### config.mk
export PLATFORM = sky130hd
export DESIGN_NAME = timer_controller
export DESIGN_NICKNAME = d
export VERILOG_FILES = /design/src/rtl/timer_controller.sv
export SDC_FILE = /design/constraint.sdc
export NUM_CORES = 1
export LEC_CHECK = 0
export CORE_MARGIN = 5
export CORE_UTILIZATION = 35
export DETAILED_ROUTE_END_ITERATION = 8
export PLACE_DENSITY_LB_ADDON = 0.15
export SLEW_MARGIN = 20
export SYNTH_ARGS = -nofsm -noshare
export SYNTH_HDL_FRONTEND = slang
export SYNTH_SLANG_ARGS = --single-unit
### constraint.sdc
create_clock -name clk -period 2.1 [get_ports clk]
set_input_delay 0.42 -clock clk [delete_from_list [all_inputs] [get_ports clk]]
set_output_delay 0.42 -clock clk [all_outputs]
set_load 0.02 [all_outputs]
### src/rtl/timer_controller.sv
// Timer front-panel controller: conditions the raw pushbuttons and the counter's
// terminal-count flag, then sequences the minutes/seconds counter through
// idle, preset, run, pause and alarm phases. Every output comes straight from a flop.
module timer_controller #(
    parameter int DEBOUNCE_CYCLES = 1000000,
    parameter int ALARM_CYCLES    = 500000000
) (
    input  logic       clk,
    input  logic       reset,
    input  logic       btn_start,
    input  logic       btn_clear,
    input  logic       btn_mode,
    input  logic       btn_sec,
    input  logic       btn_min,
    input  logic       finish,
    output logic       enable,
    output logic       forward,
    output logic       incrementSeconds,
    output logic       incrementMinutes,
    output logic       counter_clear,
    output logic       alarm,
    output logic [2:0] state
);

    // state  | meaning
    // IDLE   | counter held cleared, waiting for start or a preset button
    // SET    | presetting minutes/seconds while the buttons are held
    // RUN    | counter enabled
    // PAUSE  | counter frozen, terminal count ignored
    // ALARM  | terminal count reached; leaves on any press or timeout
    typedef enum logic [2:0] {
        ST_IDLE  = 3'd0,
        ST_SET   = 3'd1,
        ST_RUN   = 3'd2,
        ST_PAUSE = 3'd3,
        ST_ALARM = 3'd4
    } state_t;

    localparam int B_START = 0;
    localparam int B_CLEAR = 1;
    localparam int B_MODE  = 2;
    localparam int B_SEC   = 3;
    localparam int B_MIN   = 4;

    localparam int DW = (DEBOUNCE_CYCLES > 1) ? $clog2(DEBOUNCE_CYCLES) : 1;
    localparam int AW = (ALARM_CYCLES > 1) ? $clog2(ALARM_CYCLES) : 1;
    localparam logic [DW-1:0] DB_LOAD    = DW'(DEBOUNCE_CYCLES - 1);
    localparam logic [DW-1:0] DB_ONE     = DW'(1);
    localparam logic [AW-1:0] ALARM_LAST = AW'(ALARM_CYCLES - 1);
    localparam logic [AW-1:0] ALM_ONE    = AW'(1);

    logic [4:0]    btn_raw;
    logic [4:0]    btn_s1;
    logic [4:0]    btn_s2;
    logic [1:0]    ready_sr;
    logic [4:0]    armed;
    logic [4:0]    db_level;
    logic [4:0]    db_prev;
    logic [DW-1:0] db_cnt [5];
    logic [4:0]    press;
    logic [4:0]    sel;
    logic          fin_s1;
    logic          fin_s2;
    logic          fin_prev;
    logic          fin_evt;
    logic [AW-1:0] alarm_timer;
    state_t        state_q;
    state_t        state_d;
    logic          fwd_d;

    assign btn_raw = {btn_min, btn_sec, btn_mode, btn_clear, btn_start};

    // Two-flop synchronizers for the buttons and the terminal-count flag.
    always_ff @(posedge clk or negedge reset) begin
        if (!reset) begin
            btn_s1   <= '0;
            btn_s2   <= '0;
            fin_s1   <= 1'b0;
            fin_s2   <= 1'b0;
            fin_prev <= 1'b0;
        end else begin
            btn_s1   <= btn_raw;
            btn_s2   <= btn_s1;
            fin_s1   <= finish;
            fin_s2   <= fin_s1;
            fin_prev <= fin_s2;
        end
    end

    assign fin_evt = fin_s2 & ~fin_prev;

    // A button only becomes armed once it has been seen released after reset,
    // so a button held through reset release never yields a press. The
    // synchronizer output is trusted only after it has refilled from reset.
    always_ff @(posedge clk or negedge reset) begin
        if (!reset) begin
            ready_sr <= 2'b00;
            armed    <= '0;
        end else begin
            ready_sr <= {ready_sr[0], 1'b1};
            for (int i = 0; i < 5; i++) begin
                if (ready_sr[1] && !btn_s2[i]) armed[i] <= 1'b1;
            end
        end
    end

    // Debounce: a differing sample runs the down-counter; terminal count accepts the level.
    always_ff @(posedge clk or negedge reset) begin
        if (!reset) begin
            db_level <= '0;
            db_prev  <= '0;
            for (int i = 0; i < 5; i++) db_cnt[i] <= DB_LOAD;
        end else begin
            db_prev <= db_level;
            for (int i = 0; i < 5; i++) begin
                if (btn_s2[i] == db_level[i]) begin
                    db_cnt[i] <= DB_LOAD;
                end else if (db_cnt[i] == '0) begin
                    db_level[i] <= btn_s2[i];
                    db_cnt[i]   <= DB_LOAD;
                end else begin
                    db_cnt[i] <= db_cnt[i] - DB_ONE;
                end
            end
        end
    end

    assign press = db_level & ~db_prev & armed;

    // Keep only the highest-priority press: clear > start > min > sec > mode.
    always_comb begin
        sel = '0;
        if (press[B_CLEAR])      sel[B_CLEAR] = 1'b1;
        else if (press[B_START]) sel[B_START] = 1'b1;
        else if (press[B_MIN])   sel[B_MIN]   = 1'b1;
        else if (press[B_SEC])   sel[B_SEC]   = 1'b1;
        else if (press[B_MODE])  sel[B_MODE]  = 1'b1;
    end

    // Alarm dwell timer: cleared outside ALARM, counts up and saturates inside.
    always_ff @(posedge clk or negedge reset) begin
        if (!reset) begin
            alarm_timer <= '0;
        end else if (state_q != ST_ALARM) begin
            alarm_timer <= '0;
        end else if (alarm_timer != ALARM_LAST) begin
            alarm_timer <= alarm_timer + ALM_ONE;
        end
    end

    // Next-state and direction decode.
    always_comb begin
        state_d = state_q;
        fwd_d   = forward;
        case (state_q)
            ST_IDLE: begin
                if (sel[B_START])                 state_d = ST_RUN;
                else if (sel[B_MIN] || sel[B_SEC]) state_d = ST_SET;
                else if (sel[B_MODE])             fwd_d   = ~forward;
            end
            ST_SET: begin
                if (sel[B_CLEAR])      state_d = ST_IDLE;
                else if (sel[B_START]) state_d = ST_RUN;
                else if (sel[B_MODE])  fwd_d   = ~forward;
            end
            ST_RUN: begin
                if (sel[B_CLEAR])      state_d = ST_IDLE;
                else if (fin_evt)      state_d = ST_ALARM;
                else if (sel[B_START]) state_d = ST_PAUSE;
            end
            ST_PAUSE: begin
                if (sel[B_CLEAR])      state_d = ST_IDLE;
                else if (sel[B_START]) state_d = ST_RUN;
            end
            ST_ALARM: begin
                if ((|press) || (alarm_timer == ALARM_LAST)) state_d = ST_IDLE;
            end
            default: state_d = ST_IDLE;
        endcase
    end

    // State register and registered outputs, all decoded from the next state.
    always_ff @(posedge clk or negedge reset) begin
        if (!reset) begin
            state_q          <= ST_IDLE;
            enable           <= 1'b0;
            counter_clear    <= 1'b1;
            alarm            <= 1'b0;
            forward          <= 1'b0;
            incrementSeconds <= 1'b0;
            incrementMinutes <= 1'b0;
        end else begin
            state_q          <= state_d;
            enable           <= (state_d == ST_RUN);
            counter_clear    <= (state_d == ST_IDLE);
            alarm            <= (state_d == ST_ALARM);
            forward          <= fwd_d;
            incrementSeconds <= (state_d == ST_SET) && db_level[B_SEC] && !db_level[B_MIN];
            incrementMinutes <= (state_d == ST_SET) && db_level[B_MIN] && !db_level[B_SEC];
        end
    end

    assign state = state_q;

endmodule

==> results of run 1 <==
-- timing repair --
item                                    in CTS  in global routing
pin swaps                                    3                  9
endpoints found under the setup margin      39                 84
setup buffers                                0                  1
endpoints found under the hold margin       33                  0
hold buffers                                 1                  0
resized for setup                            6                 27
-- cell usage in the layout (no fill, tap or decap), types with 15 or more instances in the layout --
cell and count:
clkdlybuf4s50_1 15, xnor2_1 65, a21oi_1 15, nand2_1 102, dfstp_2 61, dfrtp_1 107
nor3_1 32, xor2_1 32, buf_4 55, nor2_1 90, nand3_1 23, inv_1 19
clkbuf_16 17
-- per-stage QoR --
| step | cells | hold WS (ns) | setup TNS (ns) | instance area, um^2 |
|---|---|---|---|---|
| floorplan | 747 | 0.124 | -0.557 | 7730 |
| global placement | 1083 | 0.333 | -0.960 | 8630 |
| detailed placement | 1083 | 0.335 | -1.84 | 8630 |
| CTS | 1116 | 0.350 | -0.153 | 9310 |
| global route | 1117 | 0.354 | -2.25 | 9440 |
| finish | 1117 | 0.347 | -0.0423 | 9440 |
-- flip-flops by register name, indices dropped and copies added (netlist names), 2 cells and up --
signal / cells
db_cnt: 100
db_prev: 5
btn_s2: 5
db_level: 5
state: 3
btn_s1: 5
armed: 5
ready_sr: 2
alarm_timer: 29
-- per-layer routing --
metal | vias to the layer above | part of all wire | wire (um)
li1 | 2721 | - | -
met1 | 2675 | 0.49 | 7610
met2 | 38 | 0.48 | 7420
met3 | 9 | 0.021 | 331
met4 | 0 | 0.011 | 164
met5 | - | 0 | 0
-- cells by family (layout without fill, tap and decap cells) --
family,after synthesis,count (layout),share of synthesized area
adder cells (fa/ha/maj),11,11,0.0178
multiplexers,4,4,0.00551
other,1,1,0.000486
AO/OA/AOI/OAI,63,63,0.0521
flip-flops,168,168,0.555
XOR/XNOR,97,97,0.110
buffers and inverters,37,127,0.0203
AND/OR/NAND/NOR,366,366,0.239
-- synth_stat cells, types with 5 or more instances --
library cell  count  share of area
o31ai_1           5         0.0049
or4_1            12          0.012
xor2_1           32          0.036
nand4_1          14          0.011
o21ai_0          14         0.0091
ha_1             11          0.018
clkbuf_1         11         0.0054
nor4_1           15          0.012
a21o_1            5         0.0049
nor3_1           36          0.023
xnor2_1          65          0.074
buf_2             5         0.0032
a21oi_1          15         0.0097
nand2_1         102          0.050
or3_1            11         0.0089
nor4b_1           7         0.0079
nand3_1          24          0.016
nor3b_1           7         0.0068
dfstp_2          61           0.21
nor2_1           94          0.046
and3_1            9         0.0073
inv_1            19         0.0092
dfrtp_1         107           0.35
-- cell type report --
type / instances / area, um^2 / area share
Multi-Input combinational cell: 542 / 3430 / 0.364
Timing Repair Buffer: 76 / 656 / 0.0695
Clock buffer: 20 / 447 / 0.0473
Tap cell: 280 / 350 / 0.0371
Sequential cell: 168 / 4280 / 0.454
Clock inverter: 12 / 198 / 0.0210
Inverter: 19 / 71.3 / 0.00756
-- power groups by stage --
| stage | sequential, mW | combinational (mW) | clock, mW |
|---|---|---|---|
| after CTS | 3.34 | 0.206 | 3.52 |
| after global placement | 3.39 | 0.196 | 0 |
| after detailed placement | 3.39 | 0.202 | 0 |
| final | 3.34 | 0.201 | 3.42 |
| after global routing | 3.34 | 0.235 | 3.66 |
| after floorplan | 3.38 | 0.0873 | 0 |
-- path summary, 6_finish.rpt --
path                             start               to  slack, ns  depth (start not counted)
max                         db_cnt[50]      db_level[2]      -0.02                          4
min                        ready_sr[0]      ready_sr[1]       0.35                          0
max in group asynchronous        reset       db_cnt[99]       0.95                          3
min in group asynchronous        reset  alarm_timer[21]       0.48                          2
min reg2reg                ready_sr[0]      ready_sr[1]       0.35                          0
max reg2reg                 db_cnt[50]      db_level[2]      -0.02                          4
==> flow_summary.json, run 1 <==
{
  "synth_edf_count": 0,
  "path_delay_family": "simple AND/OR/NAND/NOR gates",
  "routed_wl_um": 15500,
  "path_buf_inv": 0,
  "nNetsFinal": 843,
  "finalCriticalPeriod_ns": 2.12,
  "dp_slack_ns": -0.152,
  "syn_inst": 747,
  "crit_arrival_ns": 2.42,
  "hold_violations": 0,
  "cts-buffers-inserted": 17,
  "grt_max_degree": 53,
  "drt_iter0_markers": 310,
  "total_power_mw": 6.96,
  "antenna_left": 0,
  "crit_type": "flop to flop",
  "antenna_cells": 0,
  "fin_ws_ns": -0.0168,
  "postLayoutCoreUtil": 0.434,
  "critPathRequiredTime_ns": 2.40,
  "wl_per_cell_um": 13.9,
  "synth_flop_cell": "dfrtp_1",
  "rows": 54,
  "power.density_nw_per_um2": 738,
  "synthDistinctLibCells": 51,
  "intPower_mw": 5.51,
  "ys_async_sr_fraction": 1.00,
  "busiest_layer": "met2",
  "slowest_stage": "or4_4",
  "cts_root_buf": "clkbuf_16",
  "chipWidth_um": 158,
  "crit_chain": "or4_4 -> or4b_4 -> nor4_4 -> mux2_4",
  "use_met2": 0.211,
  "gr-usage-all-layers": 0.131,
  "numPortBuffers": 16,
  "dp_hpwl_um": 10600,
  "setup_viol": 5,
  "clock_latency_ns": 0.43,
  "vias_per_cell": 4.87,
  "fmax_ghz": 0.472,
  "layout_worst_path_cycle_share": 1.01,
  "p_sw_frac": 0.209,
  "cts_sinks": 168,
  "syn_to_final_growth_pct": 22.3,
  "firstDrtPassIters": 4,
  "dieArea_um2": 25100,
  "die_h_um": 158,
  "io_pins": 17,
  "maxSlewViolCount": 0,
  "status": "finished with violations",
  "p_comb_frac": 0.029,
  "vdd_drop_max_mv": 0.439,
  "clkSlewWorstSetupHoldPaths_ns": 0.06,
  "grt_pass1_wl_um": 26900,
  "gp_congestion": 0.766,
  "clockBufferDepth": 2,
  "grt.met3_usage": 0.0313,
  "fill_cells": 2071,
  "seqPwrFrac": 0.479,
  "violations": "negative setup slack",
  "antenna_found_initial": 0,
  "synth.cell_area_um2": 7710,
  "grt_util_met1": 0.176,
  "synth.avg_cell_area_um2": 10.3,
  "vias": 5443,
  "endpoint_kind": "flop",
  "grt_overflow": 0,
  "leakagePower_nw": 3.79,
  "rsz0062_at_grt": "true",
  "cp_max_fo": 3,
  "worst_pin_slew_ns": 0.528,
  "startpoint_type": "flop",
  "drc": 0,
  "cts_tree": "built",
  "drive_gt1_frac": 0.225,
  "slew_headroom": 0.645,
  "clkPwrFrac": 0.492,
  "hp-class": "flop to flop",
  "ys.warnings.count": 0,
  "start_util": 0.355,
  "finClkSkew_ns": 0.0169,
  "grt_pass1_vias": 5577,
  "cap_violations": 0,
  "yosysSeqAreaShare": 0.555,
  "synth.ff_latch_count": 168,
  "htree_levels": 4,
  "netSwitchingPower_mw": 1.45,
  "max_stage_delay_ns": 0.54,
  "synth_nets": 766,
  "core_um2": 21800
}
(Power assumes the default switching activity.)
==> inputs of run 2 (changes only) <==
- CORE_ASPECT_RATIO: not set -> 0.75
==> run 2 against run 1 <==
The flow still finishes with violations (negative setup slack); clock-buffer cell count rose by 10; non-clock buffer count grew 2; critical path type unchanged; clock power decreased by 11%; setup slack got worse by 0.041 ns; flip-flop and latch count unchanged; cell count is 1.4% higher; via count increased by 1.5%; register-to-register slack worse by 0.04 ns.
==> flow_summary.json, run 2 (synthesis results as in run 1) <==
{
  "status": "finished with violations",
  "violations": "negative setup slack",
  "maxSlewViolCount": 0,
  "gr-usage-all-layers": 0.130,
  "top_regs": "db_cnt (100), alarm_timer (29)",
  "rr_worst_depth": 4,
  "nNetsFinal": 845,
  "fmax_ghz": 0.463,
  "r2r_end": "db_level[2]",
  "top_register": "db_cnt",
  "fin_cells": 1133,
  "grt_max_degree": 81,
  "cts_root_buf": "clkbuf_16",
  "dp_hpwl_um": 10900,
  "slowest_stage": "or4_4",
  "dp_slack_ns": -0.177,
  "dieArea_um2": 25100,
  "antenna_left": 0,
  "leakagePower_nw": 3.75,
  "r2r_slack_ns": -0.06,
  "vias": 5525,
  "grt_overflow": 0,
  "gp_congestion": 0.824,
  "rsz0062_at_grt": "true",
  "dpl_cell_area_um2": 8650,
  "fill_cells": 2121,
  "cts-buffers-inserted": 17,
  "chipWidth_um": 181,
  "intPower_mw": 5.20,
  "io_pins": 17,
  "antenna_found_initial": 0,
  "clkPwrFrac": 0.463,
  "hold_violations": 0,
  "die_h_um": 139,
  "p_sw_frac": 0.211,
  "numPortBuffers": 16,
  "power.density_nw_per_um2": 701,
  "syn_to_final_growth_pct": 21.8,
  "hp-class": "flop to flop",
  "finalCriticalPeriod_ns": 2.16,
  "cts_sinks": 168,
  "drive_gt1_frac": 0.231,
  "rows": 47,
  "cap_violations": 0,
  "min-delay-start": "ready_sr[0]",
  "slew_headroom": 0.655,
  "crit_type": "flop to flop",
  "total_power_mw": 6.59,
  "htree_levels": 4,
  "whs_endpoint": "ready_sr[1]",
  "worst_pin_slew_ns": 0.513,
  "firstDrtPassIters": 4,
  "cts_setup_buffers": 0,
  "grt_pass1_vias": 5710,
  "max_stage_delay_ns": 0.53,
  "finClkSkew_ns": 0.00601,
  "grt_pass1_wl_um": 27400,
  "critPathRequiredTime_ns": 2.40,
  "wl_per_cell_um": 13.9,
  "crit_chain": "or4_4 -> or4b_4 -> nor4_4 -> mux2_4",
  "dp_cells": 1100,
  "seqPwrFrac": 0.506,
  "clockBufferDepth": 2,
  "setup_viol": 15,
  "vdd_drop_max_mv": 0.561,
  "worstReg2RegStart": "db_cnt[50]",
  "routed_wl_um": 15800,
  "final_common_cell": "dfrtp_1",
  "crit_arrival_ns": 2.46,
  "clock_latency_ns": 0.42,
  "mostFrequentLayoutCells": "107 x dfrtp_1, 93 x nand2_1, 92 x nor2_1",
  "core_um2": 21900,
  "antenna_cells": 0,
  "largest_register_ffs": 100,
  "clkSlewWorstSetupHoldPaths_ns": 0.06,
  "endpoint_kind": "flop",
  "startpoint_type": "flop",
  "start_util": 0.353,
  "layout_worst_path_cycle_share": 1.03,
  "cp_max_fo": 3,
  "holdPathStages": 0,
  "fin_ws_ns": -0.0576,
  "drt_iter0_markers": 406,
  "drc": 0,
  "p_comb_frac": 0.031,
  "netSwitchingPower_mw": 1.39,
  "finish.instance_area_um2": 9400,
  "cts_tree": "built",
  "vias_per_cell": 4.88
}
run 2: changes by cell type in the layout (fill, tap and decap cells not counted), sizes merged:
cell,delta
inv,-1
clkinv,-4
clkinvlp,-1
clkbuf,+10
bufinv,-4
buf,+2
run 2: layout make-up:
type | instances | area, um^2 | share of cell area
well taps | 294 | 368 | 0.0391
multi-input cells | 542 | 3450 | 0.367
inverters | 19 | 71.3 | 0.00759
flip-flops and latches | 168 | 4280 | 0.455
clock inverters | 2 | 35.0 | 0.00373
clock buffers | 30 | 536 | 0.0570
repair buffers | 78 | 658 | 0.0700
run 2: per-layer routing:
metal,global-route usage,wire (um),vias up
met4,0.0418,204,0
met5,0,0,-
met3,0.0322,399,11
met1,0.180,7960,2749
li1,-,-,2717
met2,0.203,7200,48
run 2: worst max path at each step:
| stage | end | start | slack (ns) |
|---|---|---|---|
| after floorplan | db_level[2] | db_cnt[50] | -0.07 |
| after global placement | db_cnt[52] | db_cnt[50] | -0.11 |
| after detailed placement | db_cnt[51] | db_cnt[50] | -0.18 |
| after CTS | db_cnt[41] | db_cnt[50] | -0.03 |
| after global routing | db_cnt[51] | db_cnt[50] | -0.1 |
| final | db_level[2] | db_cnt[50] | -0.06 |
run 2: power groups by stage:
stage	clock (mW)	sequential (mW)	combinational, mW
3_5_place_dp	0	3.39	0.200
5_1_grt	3.27	3.34	0.238
3_3_place_gp	0	3.39	0.194
2_1_floorplan	0	3.38	0.0873
6_report	3.05	3.34	0.203
4_1_cts	3.15	3.34	0.204
run 2: metrics by stage:
stage,util,setup TNS (ns),hold slack [ns]
detailed placement,0.396,-2.07,0.337
floorplan,-,-0.557,0.124
global route,0.430,-1.43,0.353
global placement,0.396,-1.25,0.333
finish,0.430,-0.341,0.350
CTS,0.424,-0.216,0.352
run 2: what timing repair did:
item                                    in CTS  in global routing
endpoints found under the setup margin      25                 70
hold endpoints to repair                    17                  0
resized for setup                           10                 34
hold buffers                                 1                  0
pin swaps                                    0                  8
run 2: worst max-delay path: cells and delay by family, from the launching register on:
family	cells	cell delay, ns
multiplexers	1	0.33
AND/OR/NAND/NOR	3	1.33
flip-flops	1	0.38
